$ cat config.mk
export PLATFORM = sky130hd
export DESIGN_NAME = gray_ptr_ctrl
export DESIGN_NICKNAME = d
export VERILOG_FILES = /design/src/rtl/gray_ptr_ctrl.sv
export SDC_FILE = /design/constraint.sdc
export NUM_CORES = 1
export LEC_CHECK = 0
export BUFFER_PORTS_ARGS = -buffer_cell sky130_fd_sc_hd__buf_4
export CORE_MARGIN = 2
export CORE_UTILIZATION = 53
export DETAILED_ROUTE_END_ITERATION = 10
export PLACE_DENSITY_LB_ADDON = 0.25
export SLEW_MARGIN = 20
export SYNTH_ARGS = -nofsm -noshare
export SYNTH_HDL_FRONTEND = slang
export SYNTH_SLANG_ARGS = --single-unit
export TNS_END_PERCENT = 50
$ cat constraint.sdc
create_clock -name clk -period 6.7 [get_ports clk]
set_clock_uncertainty 0.05 [all_clocks]
set_input_delay 0.335 -clock clk [delete_from_list [all_inputs] [get_ports clk]]
set_output_delay 0.335 -clock clk [all_outputs]
set_load 0.1 [all_outputs]
$ cat src/rtl/gray_ptr_ctrl.sv
// Read/write pointer controller for a 2^ADDR_WIDTH-entry circular buffer.
// Pointers advance in binary and are exported as registered reflected-Gray images.
module gray_ptr_ctrl #(
  parameter int ADDR_WIDTH = 3
) (
  input  logic                  clk,
  input  logic                  resetn,
  input  logic                  clear,
  input  logic                  push,
  input  logic                  pop,
  output logic                  wr_en,
  output logic                  rd_en,
  output logic [ADDR_WIDTH-1:0] wr_addr,
  output logic [ADDR_WIDTH-1:0] rd_addr,
  output logic [ADDR_WIDTH:0]   wr_ptr_gray,
  output logic [ADDR_WIDTH:0]   rd_ptr_gray,
  output logic                  full,
  output logic                  empty,
  output logic [ADDR_WIDTH:0]   count,
  output logic                  overflow,
  output logic                  underflow
);

  localparam int PW = ADDR_WIDTH + 1;
  // Full when the write pointer is exactly one lap ahead: the top two Gray bits differ.
  localparam logic [PW-1:0] FULL_MASK = PW'(3) << (PW - 2);

  logic [PW-1:0] r_wr_bin, r_rd_bin, r_wr_gray, r_rd_gray, r_count;
  logic          r_full, r_empty, r_overflow, r_underflow;

  logic [PW-1:0] w_wr_bin_next, w_rd_bin_next;
  logic [PW-1:0] w_wr_gray_next, w_rd_gray_next;
  logic          w_overflow_next, w_underflow_next;

  // Acceptance uses only the registered flags, so a same-cycle pop never makes room for a push.
  assign wr_en = push & ~r_full & ~clear;
  assign rd_en = pop & ~r_empty & ~clear;

  always_comb begin
    w_wr_bin_next    = r_wr_bin;
    w_rd_bin_next    = r_rd_bin;
    w_overflow_next  = r_overflow;
    w_underflow_next = r_underflow;
    if (clear) begin
      w_wr_bin_next    = '0;
      w_rd_bin_next    = '0;
      w_overflow_next  = 1'b0;
      w_underflow_next = 1'b0;
    end else begin
      w_wr_bin_next    = r_wr_bin + PW'(wr_en);
      w_rd_bin_next    = r_rd_bin + PW'(rd_en);
      w_overflow_next  = r_overflow | (push & r_full);
      w_underflow_next = r_underflow | (pop & r_empty);
    end
  end

  assign w_wr_gray_next = w_wr_bin_next ^ (w_wr_bin_next >> 1);
  assign w_rd_gray_next = w_rd_bin_next ^ (w_rd_bin_next >> 1);

  always_ff @(posedge clk or negedge resetn) begin
    if (!resetn) begin
      r_wr_bin    <= '0;
      r_rd_bin    <= '0;
      r_wr_gray   <= '0;
      r_rd_gray   <= '0;
      r_count     <= '0;
      r_full      <= 1'b0;
      r_empty     <= 1'b1;
      r_overflow  <= 1'b0;
      r_underflow <= 1'b0;
    end else begin
      r_wr_bin    <= w_wr_bin_next;
      r_rd_bin    <= w_rd_bin_next;
      r_wr_gray   <= w_wr_gray_next;
      r_rd_gray   <= w_rd_gray_next;
      r_count     <= w_wr_bin_next - w_rd_bin_next;
      r_full      <= (w_wr_gray_next == (w_rd_gray_next ^ FULL_MASK));
      r_empty     <= (w_wr_gray_next == w_rd_gray_next);
      r_overflow  <= w_overflow_next;
      r_underflow <= w_underflow_next;
    end
  end

  assign wr_addr     = r_wr_bin[ADDR_WIDTH-1:0];
  assign rd_addr     = r_rd_bin[ADDR_WIDTH-1:0];
  assign wr_ptr_gray = r_wr_gray;
  assign rd_ptr_gray = r_rd_gray;
  assign count       = r_count;
  assign full        = r_full;
  assign empty       = r_empty;
  assign overflow    = r_overflow;
  assign underflow   = r_underflow;

endmodule

After elaboration in Yosys (flattened, before gate mapping). Cells that the tools add are included.

Flip-flop bits (word level): 24. Bits of input ports: 5. Logic and storage cells: 32. Output and inout port bits: 24.

Equality and inequality tests: 2. Add/subtract/negate cells: 3. Bitwise gates (word level): 14. Mux-type cells: 4.

Operators by type and width (number): $add 4x1->4 (2); $eq 4x4->1 (2); $mux 4 (2); $xor 4x3->4 (2); $and 1x1->1 (6); $sub 4x4->4 (1); $not 1->1 (3); $mux 1 (2); $not 2->2 (1); $or 1x1->1 (2).

Longest topological paths before layout. Gate-level depths: netlist of run 1.

Depth in word-level cells: 8. Depth in mapped cells: 10.

Least setup slack after synthesis of run 1. OpenSTA, ideal clock, no wires.

Path type: register to register. From: reg r_full, in the netlist full. To: reg r_count[3], in the netlist count[3]. Stages on the path, launching flop included: 9. Path slack: 1.556 ns. Data required time: 6.516 ns. Data arrival time: 4.960 ns. Library setup time: 0.134 ns. Path buffers: 0. Path through: dfrtp_1 -> nor3b_1 -> ha_1 -> ha_1 -> xor2_1 -> nor2b_1 -> ha_1 -> a21oi_1 -> xnor3_1.

Cells in the longest elaborated chain, start to end: 6.

Ends and longest elaborated chain: start, declared (line 29) `logic r_full, r_empty, r_overflow, r_underflow;`; start signal, assigned (line 77) `r_full <= (w_wr_gray_next == (w_rd_gray_next ^ FULL_MASK));`; $not 1->1 (line 36) `assign wr_en = push & ~r_full & ~clear;`; $and 1x1->1 (2 in series) (line 36); net wr_en (line 11) `output logic wr_en,`; $add 4x1->4 (line 50) `w_wr_bin_next = r_wr_bin + PW'(wr_en);`; $mux 4 (line 44) `if (clear) begin`; net w_wr_bin_next[2] (line 31) `logic [PW-1:0] w_wr_bin_next, w_rd_bin_next;`; $sub 4x4->4 (line 76) `r_count <= w_wr_bin_next - w_rd_bin_next;`; end signal, assigned (line 76); end, declared (line 28) `logic [PW-1:0] r_wr_bin, r_rd_bin, r_wr_gray, r_rd_gray, r_count;`.

The timed path passes the listed nets, and every way through them passes these cells.

Final worst setup path of run 1.
From: reg r_full, in the netlist full. To: reg r_count[3], in the netlist count[3].

Cells in the longest elaborated chain, start to end: 6.

Ends and longest elaborated chain (line): $not 1->1 (36); $and 1x1->1 (2 in series) (36); $add 4x1->4 (50); $mux 4 (44); net w_wr_bin_next[2] (31); $sub 4x4->4 (76).

The timed path passes the listed nets, and every way through them passes these cells.

==> metrics.md, run 1 <==
| Metric | Value |
|---|---|
| Status | finished clean |
| Worst path required time | 6.85 ns |
| Area Growth Syn to Fin | 29.7% |
| Die X | 47.6 µm |
| Routed Antenna Nets | 0 |
| Final hold vios | 0 |
| Vias | 640 |
| Core area | 1760 µm² |
| Fin Setup TNS | 0 ns |
| Die Ht | 47.6 µm |
| Crit path max fanout | 3 |
| Ports | 29 |
| Period utilization | 38.4% |
| Most frequent cells in the layout | 28 x buf_4, 21 x dfrtp_1, 12 x xnor2_1 |
| Max_cap viols | 0 |
| Startpoint types | flop |
| CTS root buffer | clkbuf_4 |
| Post-CTS Setup Bufs | 0 |
| GR Overflow Total | 0 |
| Clk slew on worst S/H paths | roughly 0.12 ns |
| Syn nets | 93 |
| Drt drc | 0 |
| Commonest non-fill, non-tap cell in the layout | buf_4 |
| Min Hold Slack | 0.233 ns |
| Leading area contributor after synthesis | dfrtp_1 |
| CTS buffer count | 3 |
| CTS H-tree lvls | 1 |
| CP Class | reg2reg |
| Initial DRC Count | 6 |
| Data arrival, critical path | 2.72 ns |
| Critical path endpoint category | flop |
| Vias in the first global route | 602 |
| First-pass GRT wire length | 2.66 mm |
| F_max | 0.389 GHz |
| Seq cells post-synth | 22 |
| CTS Sinks | 22 |
| Full die area | 2270 µm² |
| Synthesis Warnings | 0 |
| Synth top area share | 52.0% |
| Path type of the worst min-delay path | in2reg |
| Cells after synthesis | 80 |
| Share of cells above drive strength 1 | roughly 34% |
| Min Tclk post-route | 2.57 ns |
| Gpl congestion | 0.762 |
| Post-DP HPWL | 1.34 mm |
| Leakage power | ~0.69 nW |
| Pin count of the biggest net entering global routing | 23 |
| Clk buf depth | 2 |
| Drt total wl | 1.76 mm |
| Nets | around 130 |
| Worst skew pair latency | 0.31 ns |
| Via density | 4.67 |
| Final core occ | 74.3% |
| All-Layer GR Usage | approximately 17% |
| Sequential fraction of the synthesis area | 54.6% |
| PortBufs | 28 |
| Max VDD drop | between 0.0002 and 0.00025 V |
| Netlist cell types | 22 |
| Max Slew Vio Count | 0 |
| Initial antenna violation count | 0 |
| Slew headroom | 78.6% |
| Core Rows | 15 |
| Worst slew pin tran | between 0.3 and 0.4 ns |
| Syn_area_per_cell | 12.6 µm² |
| RSZ-0062 raised after global routing | no |
| WL/cell | 12.8 µm |
| Initial Util | about 57% |
| Netlist Area Pre-Place | a little over 1000 µm² |
| CTS tree | yes |
| Final total power | 0.332 mW |
| Endpoints failing setup | 0 |
| P per Cell Area | 254 nW/µm² |
| Drt pass-1 iters | 4 |
| Top post-synthesis cells by area | dfrtp_1 52%, xnor2_1 10%, ha_1 8.7%, xor2_1 4.3%, dfstp_2 2.6% |
| Antenna cells | 0 |
[what timing repair did]
action,in CTS,in global routing
gates resized for setup,0,0
hold buffers,1,0
endpoints found under the hold margin,21,0
[Yosys cell counts]
library cell / count
clkbuf_1: 1
xnor3_1: 1
nor2_4: 1
nand3_2: 1
nand3_1: 2
nand2b_1: 2
nor2_1: 6
inv_1: 4
dfrtp_1: 21
or2_4: 1
a21o_1: 1
xnor2_1: 12
nor3_1: 1
fa_1: 1
nor2b_1: 4
dfstp_2: 1
ha_1: 7
inv_2: 2
nor3b_1: 2
a41o_1: 1
xor2_1: 5
a21oi_1: 3
[registers in the layout, summed over array words and instances (netlist names)]
name,count
count,4
r_rd_bin,4
r_wr_bin,4
rd_ptr_gray,3
wr_ptr_gray,3
empty,1
full,1
overflow,1
underflow,1
[stage by stage]
stage               cell area, µm²  std cells  setup slack (ns)
floorplan                     1010         80              1.56
global placement              1250        132              4.00
detailed placement            1250        132              3.98
CTS                           1310        137              4.13
global route                  1310        137              3.97
finish                        1310        137              4.13
[final cells by class]
type,count,area (µm²)
sequential,22,552
fill,141,454
multi-input combinational,51,432
timing repair buffer,29,220
tap,25,31.3
clock inverter,1,30.0
clock buffer,3,22.5
inverter,6,22.5
[where the power goes]
group	internal [mW]	leakage, nW	switching (mW)
registers	0.140	0.299	0.00305
logic	0.0200	0.367	0.0686
clock network	0.0605	0.0279	0.0402
[worst max-delay path: stages, from the launching register on]
cell and delay, ns:
dfrtp_1 0.41, nor3b_1 0.27, ha_1 0.26, ha_1 0.17
xor2_1 0.29, nor2b_1 0.34, ha_1 0.31, a21oi_1 0.15
xnor3_1 0.22
[per-layer routing]
metal / part of all wire (%) / global-route usage, %
met5: 0 / 0
met2: 49 / 27.3
met3: 4.5 / 3.40
met4: 0.23 / 6.49
met1: 46 / 23.8
[cell families (layout without fill, tap and decap cells)]
| logic type | count (synthesis) | in the layout | share of synthesized area, % |
|---|---|---|---|
| flip-flops | 22 | 22 | 54.6 |
| AND/OR/NAND/NOR | 20 | 20 | 11.9 |
| XOR/XNOR | 18 | 18 | 17.0 |
| adder cells (fa/ha/maj) | 8 | 8 | 10.7 |
| buffers and inverters | 7 | 39 | 2.60 |
| AO/OA/AOI/OAI | 5 | 5 | 3.22 |
[final timing paths]
kind / startpoint / end / slack (ns) / depth (start not counted)
max in group asynchronous: resetn / empty / 5.94 / 2
min in group asynchronous: resetn / rd_ptr_gray[0] / 0.38 / 2
worst max register to register: full / count[3] / 4.13 / 8
worst min register to register: underflow / underflow / 0.48 / 2
worst min-delay path: push / overflow / 0.23 / 3
worst max-delay path: full / count[3] / 4.13 / 8
Power figures use the tool's default switching activity.
==> run 2, diff against run 1 <==
ABC_AREA = 1   (was unset)
CORE_UTILIZATION = 47   (was 53)
clock period = 2.1 ns   (was 6.7 ns; I/O delays follow)
==> run 2 against run 1 <==
  * Clock-buffer cell count up 1
  * Core utilization down 2.9 points
  * The flow now finishes with violations (negative setup slack)
  * Routed wire length up 60%
  * Setup slack worse by 4.2 ns
  * Die area up 29%
==> metrics.md, run 2 <==
| Metric | Value |
|---|---|
| Routed Antenna Nets | 0 |
| Xor/xnor share of the synthesized area | 2.23% |
| CTS buffer count | 3 |
| Data arrival, critical path | 2.38 ns |
| Initial Util | 48.5% |
| Mux cell area share after synthesis | 0% |
| Main combinational cell family by area after synthesis | simple AND/OR/NAND/NOR gates |
| WHS Path Cells | 3 |
| Most frequent cells in the layout | 44 x buf_4, 32 x nand2_1, 20 x dfrtp_1 |
| Reg-to-reg setup timing slack | -0.1 ns |
| Core Rows | 18 |
| CP Class | reg2reg |
| Ports | 29 |
| P per Cell Area | 619 nW/µm² |
| Vias in the first global route | 983 |
| Seq cells post-synth | 22 |
| Antenna cells | 0 |
| Netlist cell types | 23 |
| CTS H-tree lvls | 1 |
| Critical path endpoint category | flop |
| Final core occ | 71.3% |
| First-pass GRT wire length | approximately 4.2 mm |
| Ys async rst share | 100% |
| Synthesis Warnings | 0 |
| Failing checks | negative setup slack |
| Vias | 1062 |
| Clk slew on worst S/H paths | 0.13 ns |
| Post-DP HPWL | 2.01 mm |
| Max Slew Vio Count | 0 |
| Synth top area share | ~45% |
| Worst skew pair latency | about 0.32 ns |
| Die Ht | 54.1 µm |
| Min Tclk post-route | 2.20 ns |
| Initial DRC Count | 14 |
| PortBufs | 28 |
| Syn_area_per_cell | between 8 and 9 µm² |
| Status | complete, but fails checks |
| Top-count cell post-synth | nand2_1 |
| Crit path max fanout | 3 |
| Leading area contributor after synthesis | dfrtp_1 |
| Nets | 196 |
| Dpl cell area | about 1600 µm² |
| Compound-Gate Fraction of Synth Area | between 2 and 2.5% |
| Drt total wl | 2.81 mm |
| Drt drc | 0 |
| Pin count of the biggest net entering global routing | 23 |
| Syn nets | 147 |
| Drt pass-1 iters | 7 |
| GR Overflow Total | 0 |
| Post-synth EDFFs | 0 |
| Min Hold Slack | 0.0182 ns |
| Commonest non-fill, non-tap cell in the layout | buf_4 |
| Path type of the worst min-delay path | in2reg |
| Gpl congestion | 0.767 |
| Fill count | 181 |
| Via density | 5.01 |
| RSZ-0062 raised after global routing | yes |
| Top post-synthesis cells by area | dfrtp_1 45%, nand2_1 13%, ha_1 7.4%, inv_1 6.7%, nand4_1 4.2% |
| Sequential fraction of the synthesis area | ~47% |
| F_max | about 0.46 GHz |
| Design area | 1740 µm² |
| Adder-Cell Fraction of Synth Area | 9.13% |
| Slew headroom | about four fifths |
| Worst path required time | 2.28 ns |
| Share of cells above drive strength 1 | 48.4% |
| Startpoint types | flop |
| Area Growth Syn to Fin | 47.2% |
| Period utilization | 105% |
| Die X | about 54 µm |
| CTS Sinks | 22 |
| Endpoints failing setup | 1 |
| Top post-synthesis cells by count | 40 x nand2_1, 21 x dfrtp_1, 21 x inv_1 |
| Leakage power | 0.902 nW |
| Main synth FF type | dfrtp_1 |
| Final hold vios | 0 |
| Full die area | 2920 µm² |
| CTS root buffer | clkbuf_4 |
| Initial antenna violation count | 0 |
| Worst Setup Slack, final | -0.0958 ns |
| Synth Area in Simple Gates | 30.0% |
| WL/cell | ~13 µm |
| Max_cap viols | 0 |
| Cells after synthesis | between 100 and 150 |
| Worst slew pin tran | between 0.2 and 0.3 ns |
| CTS tree | yes |
| Netlist Area Pre-Place | approximately 1200 µm² |
| All-Layer GR Usage | 20.9% |
| Worst reg2reg path depth | 14 |
| Pre-CTS setup slack | -0.142 ns |
| Max VDD drop | a little over 0.0004 V |
| Core area | 2430 µm² |
| Clk buf depth | 2 |
## run 2: cell types whose count changed in the layout (fill, tap and decap cells not counted), sizes merged, moves of 2 or more
cell,before,now
buf,28,44
inv,6,22
xnor2,12,1
xor2,5,2
nand3,3,8
nor2b,4,0
nand2b,2,0
nand2,0,44
nand4,0,8
nor2,7,11
## run 2: cell families after synthesis
kind of cell	Yosys count
AOI/OAI and AO/OA	4
and+or+nand+nor	73
buffers and inverters	24
xor gates and xnor gates	3
adders and majority gates	8
DFF	22
## run 2: through the flow
step	total power, mW	TNS (ns)	instances
global placement	0.856	-0.0623	201
CTS	1.07	-0.0821	211
finish	1.07	-0.0958	212
detailed placement	0.861	-0.212	201
global route	1.12	-0.547	212
floorplan	0.780	-8.15	134
## run 2: metal layers
layer | global-route usage [%] | vias to the layer above | share of wire (%)
met5 | 0 | - | 0
met4 | 10.4 | 0 | 2.2
met3 | 5.00 | 7 | 5.5
met2 | 36.8 | 35 | 55
met1 | 23.3 | 500 | 37
li1 | - | 520 | -
## run 2: timing repair
item	4_1_cts	5_1_grt
hold buffers	2	0
pin swaps	5	5
endpoints found under the hold margin	23	0
setup buffers	4	1
gates resized for setup	1	10
setup endpoints to repair	4	4
## run 2: area by class of cell
type                       instances  area, µm²  share of cell area, %
sequential                        22        559                   32.2
inverter                          22       90.1                   5.19
tap                               30       37.5                   2.16
clock buffer                       4       26.3                   1.51
timing repair buffer              46        350                   20.2
multi-input combinational         88        672                   38.7
## run 2: where the power goes
group	switching (mW)	internal, mW
Combinational	0.297	0.0999
Clock	0.132	0.0743
Sequential	0.0157	0.455
Total	0.445	0.629
## run 2: worst max-delay path, cell delays in order (launching register included)
cell	delay [ns]
dfrtp_4	0.51
nor3b_4	0.27
ha_4	0.19
ha_4	0.13
inv_2	0.03
nand2_2	0.07
nand2_2	0.07
nor2_4	0.12
ha_4	0.22
nand2_2	0.06
nand2_2	0.05
a31oi_2	0.16
inv_1	0.07
nand2_1	0.07
nand2_1	0.04
## run 2: final timing paths
check | start | to
setup / recovery | full | count[3]
hold / removal | pop | underflow
setup reg to reg | full | count[3]
hold reg to reg | overflow | overflow
max in group asynchronous | resetn | empty
min in group asynchronous | resetn | full
